`src/rtl/dot_job_scheduler.sv`:
```
// dot_job_scheduler
//   Shares one mac_core between two job requesters. Each job (base, len)
//   is granted round-robin, the MAC is cleared, len operand pairs are read
//   from the dual-port A/B memory (addresses wrap), the MAC pipeline is
//   drained and the result is returned over a valid/ready response channel.
//
// Ports
//   clk, rst                 clock, synchronous active-high reset
//   reqN_valid/ready         job handshake for requester N (N = 0, 1)
//   reqN_base, reqN_len      first element address, element count 0..2^AW
//   rd_en, rd_addr           operand memory read (same address for A and B)
//   rd_a, rd_b               read data, valid one cycle after rd_en
//   mac_clr, mac_en          MAC clear / accumulate enable
//   mac_b, mac_c             MAC operands (pass-through of rd_a/rd_b)
//   mac_acc, mac_oflo        MAC accumulator and sticky overflow
//   rsp_valid/ready          result handshake
//   rsp_id, rsp_acc, rsp_oflo result owner, value, overflow flag
//   busy                     high whenever the scheduler is not idle
module dot_job_scheduler #(
    parameter int W    = 8,
    parameter int ACCW = 16,
    parameter int AW   = 4
) (
    input  logic            clk,
    input  logic            rst,
    input  logic            req0_valid,
    output logic            req0_ready,
    input  logic [AW-1:0]   req0_base,
    input  logic [AW:0]     req0_len,
    input  logic            req1_valid,
    output logic            req1_ready,
    input  logic [AW-1:0]   req1_base,
    input  logic [AW:0]     req1_len,
    output logic            rd_en,
    output logic [AW-1:0]   rd_addr,
    input  logic [W-1:0]    rd_a,
    input  logic [W-1:0]    rd_b,
    output logic            mac_clr,
    output logic            mac_en,
    output logic [W-1:0]    mac_b,
    output logic [W-1:0]    mac_c,
    input  logic [ACCW-1:0] mac_acc,
    input  logic            mac_oflo,
    output logic            rsp_valid,
    input  logic            rsp_ready,
    output logic            rsp_id,
    output logic [ACCW-1:0] rsp_acc,
    output logic            rsp_oflo,
    output logic            busy
);

    typedef enum logic [2:0] {IDLE, CLEAR, ISSUE, DRAIN1, DRAIN2, RESP} state_t;

    localparam logic [AW:0] ONE = 1;

    state_t          state_q, state_d;
    logic [AW-1:0]   base_q, base_d;
    logic [AW:0]     len_q, len_d;
    logic [AW:0]     cnt_q, cnt_d;
    logic            id_q, id_d;
    logic            pref_q, pref_d;     // requester favoured on a tie
    logic            mac_en_q;
    logic [ACCW-1:0] rsp_acc_q, rsp_acc_d;
    logic            rsp_oflo_q, rsp_oflo_d;
    logic            rsp_id_q, rsp_id_d;
    logic            gnt0, gnt1;

    // Requester 1 wins only if requester 0 is absent or it is its turn.
    assign gnt1 = req1_valid && (!req0_valid || pref_q);
    assign gnt0 = req0_valid && !gnt1;

    always_comb begin
        state_d    = state_q;
        base_d     = base_q;
        len_d      = len_q;
        cnt_d      = cnt_q;
        id_d       = id_q;
        pref_d     = pref_q;
        rsp_acc_d  = rsp_acc_q;
        rsp_oflo_d = rsp_oflo_q;
        rsp_id_d   = rsp_id_q;
        req0_ready = 1'b0;
        req1_ready = 1'b0;
        rd_en      = 1'b0;
        rd_addr    = '0;
        mac_clr    = 1'b0;
        rsp_valid  = 1'b0;
        case (state_q)
            IDLE: begin
                req0_ready = gnt0;
                req1_ready = gnt1;
                if (gnt0 || gnt1) begin
                    base_d  = gnt1 ? req1_base : req0_base;
                    len_d   = gnt1 ? req1_len  : req0_len;
                    id_d    = gnt1;
                    pref_d  = !gnt1;
                    state_d = CLEAR;
                end
            end
            CLEAR: begin
                mac_clr = 1'b1;
                cnt_d   = '0;
                state_d = (len_q != '0) ? ISSUE : DRAIN1;
            end
            ISSUE: begin
                rd_en   = 1'b1;
                rd_addr = base_q + cnt_q[AW-1:0];   // wraps mod 2^AW
                cnt_d   = cnt_q + ONE;
                if (cnt_q == len_q - ONE) state_d = DRAIN1;
            end
            DRAIN1: state_d = DRAIN2;
            DRAIN2: begin
                // Last accumulate landed at the end of DRAIN1.
                rsp_acc_d  = mac_acc;
                rsp_oflo_d = mac_oflo;
                rsp_id_d   = id_q;
                state_d    = RESP;
            end
            RESP: begin
                rsp_valid = 1'b1;
                if (rsp_ready) state_d = IDLE;
            end
            default: state_d = IDLE;
        endcase
    end

    always_ff @(posedge clk) begin
        if (rst) begin
            state_q    <= IDLE;
            base_q     <= '0;
            len_q      <= '0;
            cnt_q      <= '0;
            id_q       <= 1'b0;
            pref_q     <= 1'b0;
            mac_en_q   <= 1'b0;
            rsp_acc_q  <= '0;
            rsp_oflo_q <= 1'b0;
            rsp_id_q   <= 1'b0;
        end else begin
            state_q    <= state_d;
            base_q     <= base_d;
            len_q      <= len_d;
            cnt_q      <= cnt_d;
            id_q       <= id_d;
            pref_q     <= pref_d;
            mac_en_q   <= rd_en;   // aligns with the one-cycle read latency
            rsp_acc_q  <= rsp_acc_d;
            rsp_oflo_q <= rsp_oflo_d;
            rsp_id_q   <= rsp_id_d;
        end
    end

    assign mac_en   = mac_en_q;
    assign mac_b    = rd_a;
    assign mac_c    = rd_b;
    assign rsp_acc  = rsp_acc_q;
    assign rsp_oflo = rsp_oflo_q;
    assign rsp_id   = rsp_id_q;
    assign busy     = (state_q != IDLE);

endmodule
```
`config.mk`:
```
export PLATFORM = sky130hd
export DESIGN_NAME = dot_job_scheduler
export DESIGN_NICKNAME = d
export VERILOG_FILES = /design/src/rtl/dot_job_scheduler.sv
export SDC_FILE = /design/constraint.sdc
export NUM_CORES = 1
export LEC_CHECK = 0
export BUFFER_PORTS_ARGS = -buffer_cell sky130_fd_sc_hd__buf_4
export CAP_MARGIN = 0
export CORE_AREA = 2 2 68 70
export DETAILED_ROUTE_END_ITERATION = 6
export DIE_AREA = 0 0 70 72
export PLACE_DENSITY_LB_ADDON = 0.05
export SLEW_MARGIN = 10
export SYNTH_ARGS = -nofsm -noshare
export SYNTH_HDL_FRONTEND = slang
export SYNTH_SLANG_ARGS = --single-unit
```
`constraint.sdc`:
```
create_clock -name clk -period 3.15 [get_ports clk]
set_input_delay 0.63 -clock clk [delete_from_list [all_inputs] [get_ports clk]]
set_output_delay 0.63 -clock clk [all_outputs]
set_load 0.02 [all_outputs]
```
After elaboration in Yosys (flattened, before gate mapping)
Cells that the tools add are included.
Word-level totals
  register bits after elaboration: 38
  input port bits: 56
  logic and storage cells: 48
Operators by class
  $add $sub $neg: 3
  equality and inequality tests: 9
  muxes and demuxes: 14
  reduce and logical (&&, ||, !) cells: 12
Operator list (count)
  one-hot mux 3 bit (6 select lines): 1
  one-hot mux 5 bit (2 select lines): 1
  2-to-1 mux 3 bit: 3
  2-to-1 mux 4 bit: 2
  equality test 3 x 2 -> 1 bit, second input constant: 2
  equality test 3 bit, second input constant: 2
  2-to-1 mux 1 bit: 6
  inequality test 2 bit, second input constant: 3
  adder 5 x 1 -> 5 bit, second input constant: 1
  equality test 5 bit: 1
  2-to-1 mux 5 bit: 1
  nonzero test 5 bit: 1
  subtractor 5 x 1 -> 5 bit, second input constant: 1
  adder 4 bit: 1
  equality test 3 x 1 -> 1 bit, second input constant: 1
  logical NOT 3 bit: 1
  AND reduction 3 bit: 1
  nonzero test 3 bit: 1
  logical AND 1 bit: 2
  logical NOT 1 bit: 2
  logical OR 1 bit: 2
  AND reduction 2 bit: 1
  nonzero test 2 bit: 1

Longest topological paths before layout
  word-level depth: 8
  depth in mapped cells: 7
  depth with buffers taken out: 6

Least setup slack after synthesis
No wires, ideal clock.
  kind: reg2out
  start point: register cnt_q[0]
  end point: output rd_addr[2]
  arrival time: 1.490 ns
  required time: 2.520 ns
  setup slack: 1.030 ns
  cell stages (with the launch flop): 6
  path buffers: 0
  path through: dfxtp_1 ha_1 inv_1 fa_1 xor2_1 nor2_1
On the way
  word-level cells in the longest chain between the ends: 2
Ends and longest elaborated chain
  start, declared: RTL line 59  | logic [AW:0] cnt_q, cnt_d;
  start signal, assigned: RTL line 143  | cnt_q <= cnt_d;
  adder 4 bit: RTL line 107  | rd_addr = base_q + cnt_q[AW-1:0];
  2-to-1 mux 4 bit: RTL line 88  | case (state_q)
  end, declared: RTL line 35  | output logic [AW-1:0] rd_addr,
Every way passes these cells.

Worst setup path after layout
  start point: register state_q[1]
  end point: output rd_addr[0]
On the way
  word-level cells in the longest chain between the ends: 2
Ends and longest elaborated chain
  start, declared: RTL line 56  | state_t state_q, state_d;
  start signal, assigned: RTL line 140  | state_q <= state_d;
  equality test 3 x 2 -> 1 bit: RTL line 88
  2-to-1 mux 4 bit: RTL line 88
Every way passes these cells.

==> results.ini <==
[power_and_ir_drop]
p_per_area_mw_per_mm2 = 695
ir_worst_vdd_mv = 0.450
finalPower_w = 0.00173
p_leak_nw = 1.10

[sta]
hold_viol = 0
min_period_ns = 2.47
relSlewSlack_pct = 51.5
fin_setup_tns_ns = 0
slew_violations = 0
tightest_slew_ns = 0.727
rsz0062_at_grt = no
setup_viol = 0
skew_ns = 0.00638
whs_ns = 0.455
max_freq_ghz = 0.405
min_period_over_period_pct = 78.4

[worst_setup_path]
timing.rr.end = cnt_q[3]
crit_path_max_fanout = 11
crit_path_end_kind = output pin
worstSetupPathType = reg -> out
crit_path_start_kind = register
path_cells = or3b_1 -> clkinv_8 -> and2_1 -> buf_4
required_ns = 2.52
crit_path_top_delay_cell = dfxtp_1
r2r_slack_ns = 1.31
reg2regPathDepth = 5
crit_arrival_ns = 1.84
r2r_start = state_q[1]
cp_slowest_stage_delay_ns = 0.58

[routing]
via_per_inst = 4.91
ant_nets = 0
routed_wl_mm = 3.98
drt_iter0_markers = 57
dr.pass1.iters = 4
avgRoutedWirePerCell_um = 11.9
drc_errors = 0
dr_total_vias = 1644

[logic_synthesis]
synth_edf_count = 0
synth_common_cells = nand2_1 (39), dfxtp_1 (38), a21oi_1 (24), nor2_1 (20), buf_4 (17)
synthFlopType = dfxtp_1
synth_most_common_cell = nand2_1
syn_inst = 235
synth_area_leader_cell = dfxtp_1
synth.area.top_cells = dfxtp_1 (38%), nand2_1 (7.3%), buf_4 (6.3%)
synth.distinct_cells = 47
synthArstFlopShare_pct = 0
syn_area_per_cell_um2 = 8.58
synth_top_area_share_pct = 37.7
syn_nets = 297
syn-cell-area_mm2 = 0.00202
ys_seq_area_share_pct = 37.7
synth-seq-cells = 38
yosysWarningCount = 0

[die]
die_h_um = 72
start_util_pct = 47.3
dieArea_mm2 = 0.00504
num_io_pins = 101
dieWidth_um = 70
rows = 24
fp.coreArea_mm2 = 0.00426

[final_layout]
final_layout_size_suffix_gt1_share_pct = 31.1
fin_nets = 344
diodes = 0
final_cells = 335
synthToLayoutAreaGrowth_pct = 23.4

[clock_tree]
clk_pin_slew_ns = 0.07
hold_buffers = 0
htree_num_levels = 2
root_buffer = clkbuf_8
cts_tree = yes
postCtsSetupRepairBufs = 0
clock_path_buffers = 2
cts_buffers = 5
cts.sinks = 38
post_cts_resized = 0
clock_latency_ns = 0.29

[global_routing]
antenna_found_initial = 0
grt_first_pass_wirelength_mm = 6.60
grt_usage_pct = 16.3
overflow = 0
grt_max_degree = 39
grt_pass1_vias = 1463

[hold_path]
worstHoldEndpoint = rsp_oflo
hold_start = rsp_oflo
holdPathStages = 2
hp-class = reg -> reg

[status]
status = finished clean

[run]
drv_cap = 0

[placed_design]
place_congestion = 0.763
placed_cells = 327
hpwl_mm = 2.94
portBuffers = 68

==> state kept, by name (all words and copies together), names as in the netlist, 3 cells and up <==
signal   count
rsp_acc     16
cnt_q        5
len_q        5
base_q       4
state_q      3
==> layer usage <==
layer	GRT usage (%)	part of all wire, %
met5	0	0
met4	5.34	1.3
met3	5.42	7.2
met2	25.2	44
met1	21.6	48
==> where the power goes <==
part | total (W) | internal [W] | switching [W] | leakage, nW
sequential | 0.000687 | 0.000571 | 0.000116 | 0.310
clock | 0.000340 | 0.000176 | 0.000163 | 0.0482
combinational | 0.000703 | 0.000318 | 0.000385 | 0.742
total | 0.00173 | 0.00107 | 0.000664 | 1.10
==> through the flow <==
step	instance area (µm²)	setup slack (ns)	util [%]
floorplan	2020	1.03	-
CTS	2490	0.662	58.4
finish	2490	0.682	58.4
detailed placement	2400	0.966	56.3
global route	2490	0.558	58.4
global placement	2400	1.01	56.3
==> final cells by class <==
cell class,instances,area (µm²)
fillers,421,1770
repair buffers,69,518
flip-flops and latches,38,761
clock buffers,7,86.3
clock inverters,1,5.00
multi-input cells,159,1010
well taps,52,65.1
inverters,9,46.3
==> how the worst max path moves through the flow <==
| stage | endpoint | cells after the start | from | slack (ns) |
|---|---|---|---|---|
| 6_report | rd_addr[0] | 4 | state_q[1] | 0.68 |
| 3_3_place_gp | rd_addr[0] | 4 | state_q[1] | 1.01 |
| 2_1_floorplan | rd_addr[2] | 5 | cnt_q[0] | 1.03 |
| 5_1_grt | rd_addr[2] | 6 | cnt_q[0] | 0.56 |
| 3_5_place_dp | rd_addr[0] | 4 | state_q[1] | 0.97 |
| 4_1_cts | rd_addr[0] | 4 | state_q[1] | 0.66 |
==> cell families (layout without fill, tap and decap cells) <==
logic type,count (synthesis),after routing,synth area share [%]
buf+inv,38,86,12.3
flops,38,38,37.7
compound gates,48,48,15.0
simple gates,86,86,22.0
mux,8,8,4.22
fa+ha+maj,6,6,4.09
xor+xnor,11,11,4.78
==> critical path: cells and delay by family (launching register included) <==
kind,cells,cell delay [ns]
flops,1,0.58
simple gates,2,0.71
buf+inv,2,0.26
==> placed cells by master, fill, tap and decap left out, types with 2 or more instances in the layout <==
cell	synthesis	final
xor2_1	5	5
a21oi_1	24	24
mux2i_1	7	7
nand3b_1	2	2
nor3b_1	2	2
dfxtp_1	38	38
inv_1	7	7
a211oi_1	10	10
o21bai_1	2	2
nand3_1	2	2
o21ai_0	4	4
or3b_1	3	3
nor3_1	3	3
ha_1	5	5
nor2_1	20	20
buf_4	17	69
nor2_2	3	3
clkbuf_8	0	6
xnor2_1	6	6
nand2_1	39	39
Note: power is estimated with default switching activity, not from simulation.
